`src/rtl/outputconditioner.sv`:
```
// Purpose: debounced/dwell-limited level output driven by set/clear requests, with edge and conflict pulses.
// Latency: one clock from a sampled request to sigout/busy/edge outputs; all outputs registered.
// Backpressure: none; requests arriving during a dwell collapse into one pending flag (latest wins).
module outputconditioner #(
   parameter int counterwidth = 3,
   parameter int holdtime     = 3
) (
   input  logic clk,
   input  logic reset_n,
   input  logic setreq,
   input  logic clrreq,
   output logic sigout,
   output logic busy,
   output logic positiveedge,
   output logic negativeedge,
   output logic conflict
);

   typedef enum logic [1:0] {
      STABLELOW  = 2'd0,
      HOLDHIGH   = 2'd1,
      STABLEHIGH = 2'd2,
      HOLDLOW    = 2'd3
   } state_t;

   localparam logic [counterwidth-1:0] CNT_LAST = counterwidth'(holdtime);
   localparam logic [counterwidth-1:0] CNT_ONE  = counterwidth'(1);
   localparam logic [counterwidth-1:0] CNT_ZERO = '0;

   state_t                  state_q, state_d;
   logic [counterwidth-1:0] cnt_q, cnt_d;
   logic                    pend_q, pend_d;
   logic                    sigout_q, sigout_d;
   logic                    busy_q, busy_d;
   logic                    pos_q, pos_d;
   logic                    neg_q, neg_d;
   logic                    conf_q, conf_d;

   logic set_only, clr_only, pend_n;

   assign set_only = setreq & ~clrreq;
   assign clr_only = clrreq & ~setreq;

   // FSM state, dwell counter and pending flag registers
   always_ff @(posedge clk or negedge reset_n) begin
      if (!reset_n) begin
         state_q <= STABLELOW;
         cnt_q   <= CNT_ZERO;
         pend_q  <= 1'b0;
      end else begin
         state_q <= state_d;
         cnt_q   <= cnt_d;
         pend_q  <= pend_d;
      end
   end

   // Next-state logic: request handling, dwell counting and hold expiry
   always_comb begin
      state_d = state_q;
      cnt_d   = cnt_q;
      pend_d  = pend_q;
      pend_n  = pend_q;
      case (state_q)
         STABLELOW: begin
            if (set_only) begin
               state_d = HOLDHIGH;
               cnt_d   = CNT_ZERO;
               pend_d  = 1'b0;
            end
         end
         STABLEHIGH: begin
            if (clr_only) begin
               state_d = HOLDLOW;
               cnt_d   = CNT_ZERO;
               pend_d  = 1'b0;
            end
         end
         HOLDHIGH, HOLDLOW: begin
            // A request opposite to the held level arms the flag, an equal one disarms it.
            if (state_q == HOLDHIGH) begin
               if (clr_only)      pend_n = 1'b1;
               else if (set_only) pend_n = 1'b0;
            end else begin
               if (set_only)      pend_n = 1'b1;
               else if (clr_only) pend_n = 1'b0;
            end
            if (cnt_q == CNT_LAST) begin
               cnt_d  = CNT_ZERO;
               pend_d = 1'b0;
               if (pend_n) state_d = (state_q == HOLDHIGH) ? HOLDLOW : HOLDHIGH;
               else        state_d = (state_q == HOLDHIGH) ? STABLEHIGH : STABLELOW;
            end else begin
               cnt_d  = cnt_q + CNT_ONE;
               pend_d = pend_n;
            end
         end
         default: begin
            state_d = STABLELOW;
            cnt_d   = CNT_ZERO;
            pend_d  = 1'b0;
         end
      endcase
   end

   // Output decode from the upcoming state; edges fire only when the level actually flips
   always_comb begin
      sigout_d = (state_d == HOLDHIGH) || (state_d == STABLEHIGH);
      busy_d   = (state_d == HOLDHIGH) || (state_d == HOLDLOW);
      pos_d    = (state_d == HOLDHIGH) && (state_q != HOLDHIGH) && (state_q != STABLEHIGH);
      neg_d    = (state_d == HOLDLOW) && (state_q != HOLDLOW) && (state_q != STABLELOW);
      conf_d   = setreq & clrreq;
   end

   // Registered outputs
   always_ff @(posedge clk or negedge reset_n) begin
      if (!reset_n) begin
         sigout_q <= 1'b0;
         busy_q   <= 1'b0;
         pos_q    <= 1'b0;
         neg_q    <= 1'b0;
         conf_q   <= 1'b0;
      end else begin
         sigout_q <= sigout_d;
         busy_q   <= busy_d;
         pos_q    <= pos_d;
         neg_q    <= neg_d;
         conf_q   <= conf_d;
      end
   end

   assign sigout       = sigout_q;
   assign busy         = busy_q;
   assign positiveedge = pos_q;
   assign negativeedge = neg_q;
   assign conflict     = conf_q;

endmodule
```
`config.mk`:
```
export PLATFORM = sky130hd
export DESIGN_NAME = outputconditioner
export DESIGN_NICKNAME = d
export VERILOG_FILES = /design/src/rtl/outputconditioner.sv
export SDC_FILE = /design/constraint.sdc
export NUM_CORES = 1
export LEC_CHECK = 0
export CAP_MARGIN = 20
export CORE_MARGIN = 2
export CORE_UTILIZATION = 30
export DETAILED_ROUTE_END_ITERATION = 8
export PLACE_DENSITY = 0.58
export SYNTH_ARGS = -nofsm -noshare
export SYNTH_HDL_FRONTEND = slang
export SYNTH_SLANG_ARGS = --single-unit
```
`constraint.sdc`:
```
create_clock -name clk -period 2.42 [get_ports clk]
set_input_delay 0.484 -clock clk [delete_from_list [all_inputs] [get_ports clk]]
set_output_delay 0.484 -clock clk [all_outputs]
set_load 0.01 [all_outputs]
```
==> metrics.md, run 1 <==
| Metric | Value |
|---|---|
| Synth area leader | dfrtp_1 |
| Post-synthesis cell count | 46 |
| Worst setup path category | in -> reg |
| Slew margin rel. | 0.685 |
| CP Max Fanout | 8 |
| H-tree depth | 1 |
| Initial core utilization | 0.322 |
| 1st-iter DRT viols | 3 |
| Hold path endpoint | cnt_q[2] |
| Setup TNS | 0 ps |
| Number of distinct library cells after synthesis | 24 |
| Final hold slack | a little over 500 ps |
| Tcrit/Tclk final | 0.802 |
| First-pass GRT wire length | between 1500 and 2000 µm |
| Die height | 47.0 µm |
| Routed Antenna Nets | 0 |
| Core Rows | 15 |
| RePlAce Congestion | just under 0.7 |
| Final hold viol count | 0 |
| Post-CTS setup-driven buffer insertion count | 0 |
| Clock Latency Late Sink | 260 ps |
| Outcome | finished clean |
| HP Class | reg -> reg |
| EDFF count, synth | 0 |
| Total CTS buffers | 3 |
| Synth Net Count | 53 |
| CTS clk-pin slew, worst paths | 70 ps |
| I/O Buffers | 8 |
| CTS tree | built |
| Vias in the first global route | 338 |
| DRT Wirelength | 844 µm |
| Slew at the pin closest to its max-slew limit | 471 ps |
| Layout Nets | 65 |
| FF-to-FF End | sigout |
| Core Box Area | 1730 µm² |
| Fmax | slightly above 500 MHz |
| Setup Skew | 1.08 ps |
| Residual DRC | 0 |
| Ports | 9 |
| Routed wire per std cell | 10.3 µm |
| Total GRT Usage | 0.104 |
| Synth warn | 0 |
| Critical Path Sink Type | flip-flop |
| Req. time, crit path | 2570 ps |
| Most frequent cell after synthesis | dfrtp_1 |
| Async SR Flop Fraction | 1.00 |
| Mean Syn Cell Area | 12.1 µm² |
| Setup-failing EPs final | 0 |
| Via density per instance | 4.50 |
| Reg-to-reg startpoint | cnt_q[0] |
| Clock root buffer | clkbuf_4 |
| Largest cells by area after synthesis | dfrtp_1 (45%), ha_1 (6.8%), nand3b_1 (5.4%) |
| Total of max-cap violations | 0 |
| CP delay by family, top | buffers and inverters |
| Critical path, cell by cell | clkdlybuf4s50_1 -> nand2b_1 -> a2111oi_2 -> a311oi_2 -> ha_1 -> nor2b_1 |
| Commonest register cell after synthesis | dfrtp_1 |
| CP arrival | between 2000 and 2500 ps |
| PD cells | approximately 1100 nW/µm² |
| Routed via count | 369 |
| Seq/Total Area, Yosys | 0.450 |
| Worst setup SP type | input port |
| R2r worst-path depth | 5 |
| Static leakage | about 0.3 nW |
| Pins Over Slew Limit | 0 |
| CTS Sinks | 10 |
| P&R area growth vs syn | 25.0% |
| Post-CTS sizing | 0 |
| Synthesized area | approximately 560 µm² |
| Die area | 2210 µm² |
| Antenna violations before repair | 0 |
| First-pass iteration count of the detailed router | 4 |
| Slowest stage delay, CP | 540 ps |
| Crit-path slowest cell | clkdlybuf4s50_1 |
| Hold_sp | cnt_q[2] |
| Peak supply drop | 611 µV |
| Overflow after GRT | 0 |
| Hold path depth | 1 |
| Largest net degree at the start of global routing | 13 |
| Commonest cells in the netlist | dfrtp_1 (10), nand3b_1 (4), nor2b_1 (4), ha_1 (3) |
| Tmin final | 1940 ps |
| Die W | 47.0 µm |
| Layout cell share with drive strength beyond 1 | 0.228 |
| CTS Hold Bufs | 0 |
| N_diodes | 0 |
| Top cell type's share of synthesized area | 0.450 |
| #FFs+latches synth | 10 |
| R2r setup slk | 730 ps |
| Dpl hpwl | 648 µm |
| RSZ-0062 raised after global routing | no |
| CP Buf/Inv Count | 1 |
| Filler cell count | 173 |
| Bufs on Longest Clock Path | 2 |
## layout make-up
class                      count  area (µm²)  share of cell area
multi-input combinational     33         285               0.411
sequential                    10         250               0.360
tap                           25        31.3              0.0450
inverter                       1        3.75             0.00541
timing repair buffer           9        87.6               0.126
clock buffer                   4        36.3              0.0523
## stage by stage
stage | util | instances | total power [mW] | area [µm²] | worst slack (ps)
6_report | 0.402 | 82 | 0.772 | 694 | 479
3_3_place_gp | 0.381 | 78 | 0.625 | 658 | 187
2_1_floorplan | - | 46 | 0.538 | 556 | 862
3_5_place_dp | 0.381 | 78 | 0.633 | 658 | 187
4_1_cts | 0.402 | 82 | 0.785 | 694 | 465
5_1_grt | 0.402 | 82 | 0.849 | 694 | 357
## where the power goes
part           internal, mW  leakage (nW)  switching [mW]
combinational         0.179         0.152           0.138
sequential            0.232         0.124          0.0738
clock                0.0913        0.0210          0.0572
## cell usage in the layout (no fill, tap or decap), drive strengths merged
cell type / instances
a2111oi: 1
a21oi: 2
a311oi: 1
a31oi: 1
and2: 3
and2b: 1
and4bb: 1
buf: 1
clkbuf: 4
clkdlybuf4s50: 8
dfrtp: 10
ha: 3
inv: 1
nand2: 1
nand2b: 2
nand3b: 5
nor2b: 4
nor3b: 2
o21a: 1
o21ai: 1
o22ai: 1
or2b: 1
xnor2: 2
## how the worst max path moves through the flow
stage,end,start,slack [ps],depth (start not counted)
CTS,negativeedge,clrreq,470,6
global route,sigout,setreq,360,5
detailed placement,negativeedge,clrreq,190,6
finish,negativeedge,clrreq,480,6
floorplan,sigout,cnt_q[0],860,5
global placement,positiveedge,clrreq,190,6
## cells by family (layout without fill, tap and decap cells)
family,count (synthesis),after routing,synth area share
simple gates,20,20,0.297
flops,10,10,0.450
compound gates,8,8,0.117
fa+ha+maj,3,3,0.0676
buf+inv,3,14,0.0360
xor+xnor,2,2,0.0315
## state kept, by name (all words and copies together), names as in the netlist
signal,count
state_q,2
negativeedge,1
sigout,1
positiveedge,1
conflict,1
cnt_q,3
pend_q,1
## layer usage
metal | global-route usage | part of all wire | vias up
met3 | 0.0577 | 0.066 | 2
li1 | - | - | 183
met1 | 0.135 | 0.49 | 172
met4 | 0.0333 | 0.0047 | 0
met5 | 0 | 0 | -
met2 | 0.148 | 0.43 | 12
Power figures use the tool's default switching activity.
==> inputs of run 2 (changes only) <==
--- a/config.mk
+++ b/config.mk
@@ -9,7 +9,7 @@
 export CORE_MARGIN = 2
 export CORE_UTILIZATION = 30
 export DETAILED_ROUTE_END_ITERATION = 8
-export PLACE_DENSITY = 0.58
+export PLACE_DENSITY = 0.6
 export SYNTH_ARGS = -nofsm -noshare
 export SYNTH_HDL_FRONTEND = slang
 export SYNTH_SLANG_ARGS = --single-unit
==> constraint.sdc (replaced) <==
create_clock -name clk -period 1.6 [get_ports clk]
set_input_delay 0.32 -clock clk [delete_from_list [all_inputs] [get_ports clk]]
set_output_delay 0.32 -clock clk [all_outputs]
set_load 0.01 [all_outputs]
==> metrics.md, run 2 (synthesized netlist as in run 1, its figures left out) <==
| Metric | Value |
|---|---|
| Total CTS buffers | 3 (unchanged) |
| Routed via count | 425 (was 369) |
| Clock Latency Late Sink | 270 ps (was 260 ps) |
| Core Box Area | 1730 µm² (unchanged) |
| Layout cell share with drive strength beyond 1 | 0.400 (was 0.228) |
| Net Sw Frac | 0.338 (was 0.349) |
| Pins Over Slew Limit | 0 (unchanged) |
| Biggest regs | cnt_q x3, state_q x2 (unchanged) |
| CTS Sinks | 10 (unchanged) |
| Leading cell type in the layout, fill and taps excluded | buf_4 (was dfrtp_1) |
| First-pass GRT wire length | 1770 µm (was 1530 µm) |
| Routed Antenna Nets | 0 (unchanged) |
| Tmin final | 1530 ps |
| Switching pwr | 0.479 mW (was 0.269 mW) |
| Largest net degree at the start of global routing | 11 (was 13) |
| Setup-failing EPs final | 0 (unchanged) |
| R2r worst-path depth | 5 (unchanged) |
| Filler cell count | 171 (was 173) |
| Flip-flop count of the largest register after layout | 3 (unchanged) |
| Overflow after GRT | 0 (unchanged) |
| Slew margin rel. | 0.697 (was 0.685) |
| Peak supply drop | 891 µV (was 611 µV) |
| Routed wire per std cell | 10.5 µm (was 10.3 µm) |
| CTS Hold Bufs | 0 (unchanged) |
| Core Rows | 15 (unchanged) |
| Die area | 2210 µm² (unchanged) |
| CTS clk-pin slew, worst paths | 60 ps (was 70 ps) |
| First-pass iteration count of the detailed router | 4 (unchanged) |
| Total GRT Usage | 0.120 (was 0.104) |
| Dpl hpwl | 737 µm (was 648 µm) |
| Req. time, crit path | 1760 ps (was 2570 ps) |
| Fmax | 656 MHz |
| Outcome | finished clean (unchanged) |
| I/O Buffers | 8 (unchanged) |
| Fin cells | 95 (was 82) |
| Die height | 47.0 µm (unchanged) |
| H-tree depth | 1 (unchanged) |
| Critical path, cell by cell | dlygate4sd2_1 -> nand2b_1 -> a2111oi_4 -> a311oi_4 -> ha_1 -> and2_1 (was clkdlybuf4s50_1 -> nand2b_1 -> a2111oi_2 -> a311oi_2 -> ha_1 -> nor2b_1) |
| Critical Path Sink Type | flip-flop (unchanged) |
| Total of max-cap violations | 0 (unchanged) |
| Biggest register | cnt_q (unchanged) |
| Inst Count DP | 87 (was 78) |
| Clk pwr share | 0.160 (was 0.192) |
| Most frequent cells in the layout | buf_4 (14), dfrtp_1 (10), clkdlybuf4s50_1 (5) (was dfrtp_1 (10), clkdlybuf4s50_1 (8), nand3b_1 (4), nor2b_1 (4)) |
| Slowest stage delay, CP | 400 ps (was 540 ps) |
| Comb power frac | 0.543 (was 0.411) |
| RSZ-0062 raised after global routing | yes (was no) |
| Initial core utilization | 0.322 (unchanged) |
| CP Max Fanout | 8 (unchanged) |
| Worst setup SP type | input port (unchanged) |
| DRT Wirelength | 1000 µm (was 844 µm) |
| Ports | 9 (unchanged) |
| CP arrival | 1690 ps (was 2090 ps) |
| Seq pwr share | 0.297 (was 0.396) |
| Setup Skew | 1.07 ps (was 1.08 ps) |
| Layout Nets | 78 (was 65) |
| Final hold slack | 365 ps (was 510 ps) |
| Slew at the pin closest to its max-slew limit | 454 ps (was 471 ps) |
| Clock root buffer | clkbuf_4 (unchanged) |
| Via density per instance | 4.47 (was 4.50) |
| Static leakage | 0.368 nW (was 0.296 nW) |
| RePlAce Congestion | 0.688 (about the same) |
| Bufs on Longest Clock Path | 2 (unchanged) |
| Die W | 47.0 µm (unchanged) |
| P&R area growth vs syn | 48.2% (was 25.0%) |
| Vias in the first global route | 403 (was 338) |
| Crit-path slowest cell | a2111oi_4 (was clkdlybuf4s50_1) |
| Setup TNS | 0 ps (unchanged) |
| R2r setup slk | 70 ps (was 730 ps) |
| Worst setup path category | in -> reg (unchanged) |
| HP Class | in -> async (was reg -> reg) |
| 1st-iter DRT viols | 7 (was 3) |
| Antenna violations before repair | 0 (unchanged) |
| CTS tree | built (unchanged) |
| PD cells | 1720 nW/µm² (was 1110 nW/µm²) |
| Final hold viol count | 0 (unchanged) |
| Residual DRC | 0 (unchanged) |
| Internal power | 0.939 mW (was 0.502 mW) |
| N_diodes | 0 (unchanged) |
| Tcrit/Tclk final | 0.953 |
run 2: final cells by class:
| cell class | count | area, µm² | share of cell area |
|---|---|---|---|
| multi-input cells | 33 | 320 | 0.389 |
| flip-flops and latches | 10 | 250 | 0.304 |
| repair buffers | 22 | 181 | 0.220 |
| clock buffers | 4 | 36.3 | 0.0441 |
| well taps | 25 | 31.3 | 0.0380 |
| inverters | 1 | 3.75 | 0.00456 |
run 2: repair_timing:
| item | in CTS | in global routing |
|---|---|---|
| gates resized for setup | 5 | 3 |
| gates cloned | 0 | 0 |
| setup buffers | 3 | 1 |
| pin swaps | 4 | 3 |
| setup endpoints to repair | 4 | 4 |
run 2: layer usage:
metal,vias up,track usage,part of all wire
met1,201,0.144,0.45
met4,0,0.0667,0.023
met5,-,0,0
met2,9,0.175,0.47
met3,5,0.0577,0.057
li1,210,-,-
run 2: path summary, 6_finish.rpt:
kind                           from            to
setup / recovery             clrreq  positiveedge
hold / removal              reset_n      conflict
setup reg to reg           cnt_q[1]        sigout
hold reg to reg            cnt_q[2]      cnt_q[2]
max in group asynchronous   reset_n        pend_q
min in group clk           cnt_q[2]      cnt_q[2]
run 2: critical path, delay by kind of cell:
| kind | cells | cell delay [ps] |
|---|---|---|
| AOI/OAI and AO/OA | 2 | 490 |
| and+or+nand+nor | 2 | 340 |
| buffers and inverters | 1 | 330 |
| adders and majority gates | 1 | 200 |
run 2: power by group through the flow:
stage | logic, mW | registers (mW) | clock network (mW)
3_5_place_dp | 0.667 | 0.419 | 0
6_report | 0.770 | 0.422 | 0.226
5_1_grt | 0.874 | 0.432 | 0.255
3_3_place_gp | 0.662 | 0.415 | 0
4_1_cts | 0.716 | 0.419 | 0.238
2_1_floorplan | 0.395 | 0.418 | 0
run 2: metrics by stage:
step / power [mW] / instance area (µm²) / setup WS (ps) / util
after global placement: 1.08 / 726 / -434 / 0.420
after detailed placement: 1.09 / 726 / -446 / 0.420
after CTS: 1.37 / 790 / 0.777 / 0.457
final: 1.42 / 823 / 75.0 / 0.477
after global routing: 1.56 / 823 / -12.4 / 0.477
after floorplan: 0.813 / 556 / 41.9 / -
==> inputs of run 3 (changes only) <==
--- a/config.mk
+++ b/config.mk
@@ -9,7 +9,6 @@
 export CORE_MARGIN = 2
 export CORE_UTILIZATION = 30
 export DETAILED_ROUTE_END_ITERATION = 8
-export PLACE_DENSITY = 0.6
 export SYNTH_ARGS = -nofsm -noshare
 export SYNTH_HDL_FRONTEND = slang
 export SYNTH_SLANG_ARGS = --single-unit
==> constraint.sdc (replaced) <==
create_clock -name clk -period 1.85 [get_ports clk]
set_input_delay 0.37 -clock clk [delete_from_list [all_inputs] [get_ports clk]]
set_output_delay 0.37 -clock clk [all_outputs]
set_load 0.01 [all_outputs]
==> metrics.md, run 3 (synthesized netlist as in run 1, its figures left out) <==
| Metric | Value |
|---|---|
| Outcome | finished clean (unchanged) |
| Biggest regs | cnt_q x3, state_q x2 (unchanged) |
| Post-CTS setup-driven buffer insertion count | 0 (was 3) |
| Total CTS buffers | 3 (unchanged) |
| CTS clk-pin slew, worst paths | 60 ps (about the same) |
| HP Class | in -> async (unchanged) |
| Antenna violations before repair | 0 (unchanged) |
| Dpl hpwl | 693 µm (was 737 µm) |
| Die W | 47.0 µm (unchanged) |
| Final Worst Setup Slack | 117 ps (was 75.0 ps) |
| Crit-path slowest cell | clkdlybuf4s50_1 (was a2111oi_4) |
| DRT Wirelength | 930 µm (was 1000 µm) |
| CP arrival | 1880 ps (was 1690 ps) |
| CTS Sinks | 10 (unchanged) |
| Setup Skew | 2.22 ps (was 1.07 ps) |
| Tcrit/Tclk final | 0.937 |
| Core Rows | 15 (unchanged) |
| Die area | 2210 µm² (unchanged) |
| Tmin final | 1730 ps |
| H-tree depth | 1 (unchanged) |
| R2r setup slk | 180 ps (was 70 ps) |
| Peak supply drop | 646 µV (was 891 µV) |
| Most frequent cells in the layout | dfrtp_1 (10), clkdlybuf4s50_1 (7), buf_4 (6) (was buf_4 (14), dfrtp_1 (10), clkdlybuf4s50_1 (5)) |
| Setup TNS | 0 ps (unchanged) |
| Fmax | 577 MHz |
| Overflow after GRT | 0 (unchanged) |
| Final hold viol count | 0 (unchanged) |
| Routed via count | 374 (was 425) |
| Residual DRC | 0 (unchanged) |
| Largest net degree at the start of global routing | 11 (unchanged) |
| Critical Path Sink Type | flip-flop (unchanged) |
| Critical path, cell by cell | clkdlybuf4s50_1 -> nand2b_1 -> a2111oi_2 -> a311oi_2 -> ha_1 -> nor2b_1 (was dlygate4sd2_1 -> nand2b_1 -> a2111oi_4 -> a311oi_4 -> ha_1 -> and2_1) |
| Layout cell share with drive strength beyond 1 | 0.279 (was 0.400) |
| Setup-failing EPs final | 0 (unchanged) |
| Slew margin rel. | 0.700 (was 0.697) |
| Ports | 9 (unchanged) |
| Core Box Area | 1730 µm² (unchanged) |
| Total of max-cap violations | 0 (unchanged) |
| Vias in the first global route | 372 (was 403) |
| First-pass iteration count of the detailed router | 3 (was 4) |
| CTS tree | built (unchanged) |
| Slowest stage delay, CP | 570 ps (was 400 ps) |
| Routed wire per std cell | 10.8 µm (was 10.5 µm) |
| Post-Place Worst Slack | -225 ps (was -446 ps) |
| First-pass GRT wire length | 1650 µm (was 1770 µm) |
| Filler cell count | 176 (was 171) |
| Slew at the pin closest to its max-slew limit | 448 ps (was 454 ps) |
| N_diodes | 0 (unchanged) |
| Leading cell type in the layout, fill and taps excluded | dfrtp_1 (was buf_4) |
| Via density per instance | 4.35 (was 4.47) |
| Initial core utilization | 0.322 (unchanged) |
| Pins Over Slew Limit | 0 (unchanged) |
| Layout Nets | 70 (was 78) |
| Worst setup SP type | input port (unchanged) |
| CP Max Fanout | 8 (unchanged) |
| P&R area growth vs syn | 30.9% (was 48.2%) |
| Clock root buffer | clkbuf_4 (unchanged) |
| Worst setup path category | in -> reg (unchanged) |
| Post-CTS sizing | 0 (was 5) |
| Bufs on Longest Clock Path | 2 (unchanged) |
| Die height | 47.0 µm (unchanged) |
| Biggest register | cnt_q (unchanged) |
| Clock Latency Late Sink | 260 ps (was 270 ps) |
| 1st-iter DRT viols | 5 (was 7) |
| Flip-flop count of the largest register after layout | 3 (unchanged) |
| I/O Buffers | 8 (unchanged) |
| PD cells | 1400 nW/µm² (was 1720 nW/µm²) |
| Total GRT Usage | 0.113 (was 0.120) |
| Static leakage | 0.325 nW (was 0.368 nW) |
| RePlAce Congestion | 0.675 (was 0.688) |
| CTS Hold Bufs | 0 (unchanged) |
| RSZ-0062 raised after global routing | no (was yes) |
| Req. time, crit path | 1990 ps (was 1760 ps) |
| Routed Antenna Nets | 0 (unchanged) |
==> run 3: changes by cell type in the layout (fill, tap and decap cells not counted), sizes merged <==
cell and delta:
dlygate4sd2 -3, clkbuf -1, buf -8, dlymetal6s2s +1, clkdlybuf4s50 +2
==> run 3: area by class of cell <==
cell class	count	area (µm²)	share of cell area
repair buffers	14	128	0.176
multi-input cells	33	292	0.401
clock buffers	3	22.5	0.0310
inverters	1	3.75	0.00516
well taps	25	31.3	0.0430
flip-flops and latches	10	250	0.344
==> run 3: per-stage QoR <==
stage,hold slack [ps],instance area [µm²],cells,power (mW),utilization
detailed placement,499,696,83,0.886,0.403
finish,424,727,86,1.02,0.421
floorplan,74.4,556,46,0.704,-
CTS,432,718,86,1.04,0.416
global placement,497,696,83,0.882,0.403
global route,452,727,86,1.13,0.421
==> run 3: final timing paths <==
kind | startpoint | depth (start not counted) | endpoint
setup / recovery | setreq | 6 | negativeedge
hold / removal | reset_n | 1 | state_q[0]
setup reg to reg | cnt_q[0] | 5 | sigout
hold reg to reg | cnt_q[2] | 1 | cnt_q[2]
max in group asynchronous | reset_n | 1 | sigout
min in group clk | cnt_q[2] | 1 | cnt_q[2]
==> run 3: critical path: cells and delay by family <==
| kind | cells | cell delay [ps] |
|---|---|---|
| buf+inv | 1 | 570 |
| compound gates | 2 | 500 |
| simple gates | 2 | 220 |
| fa+ha+maj | 1 | 210 |
==> run 3: per-layer routing <==
layer,GRT usage,wire length (µm),vias to the layer above
met1,0.147,446,172
met5,0,0,-
met3,0.0692,54,2
met4,0.0500,13,0
li1,-,-,191
met2,0.148,415,9
==> run 3: power by group <==
part           total, mW  switching [mW]  internal (mW)  leakage [nW]
logic              0.516           0.232          0.284         0.187
clock network      0.140          0.0658         0.0747        0.0138
registers          0.364          0.0593          0.305         0.124
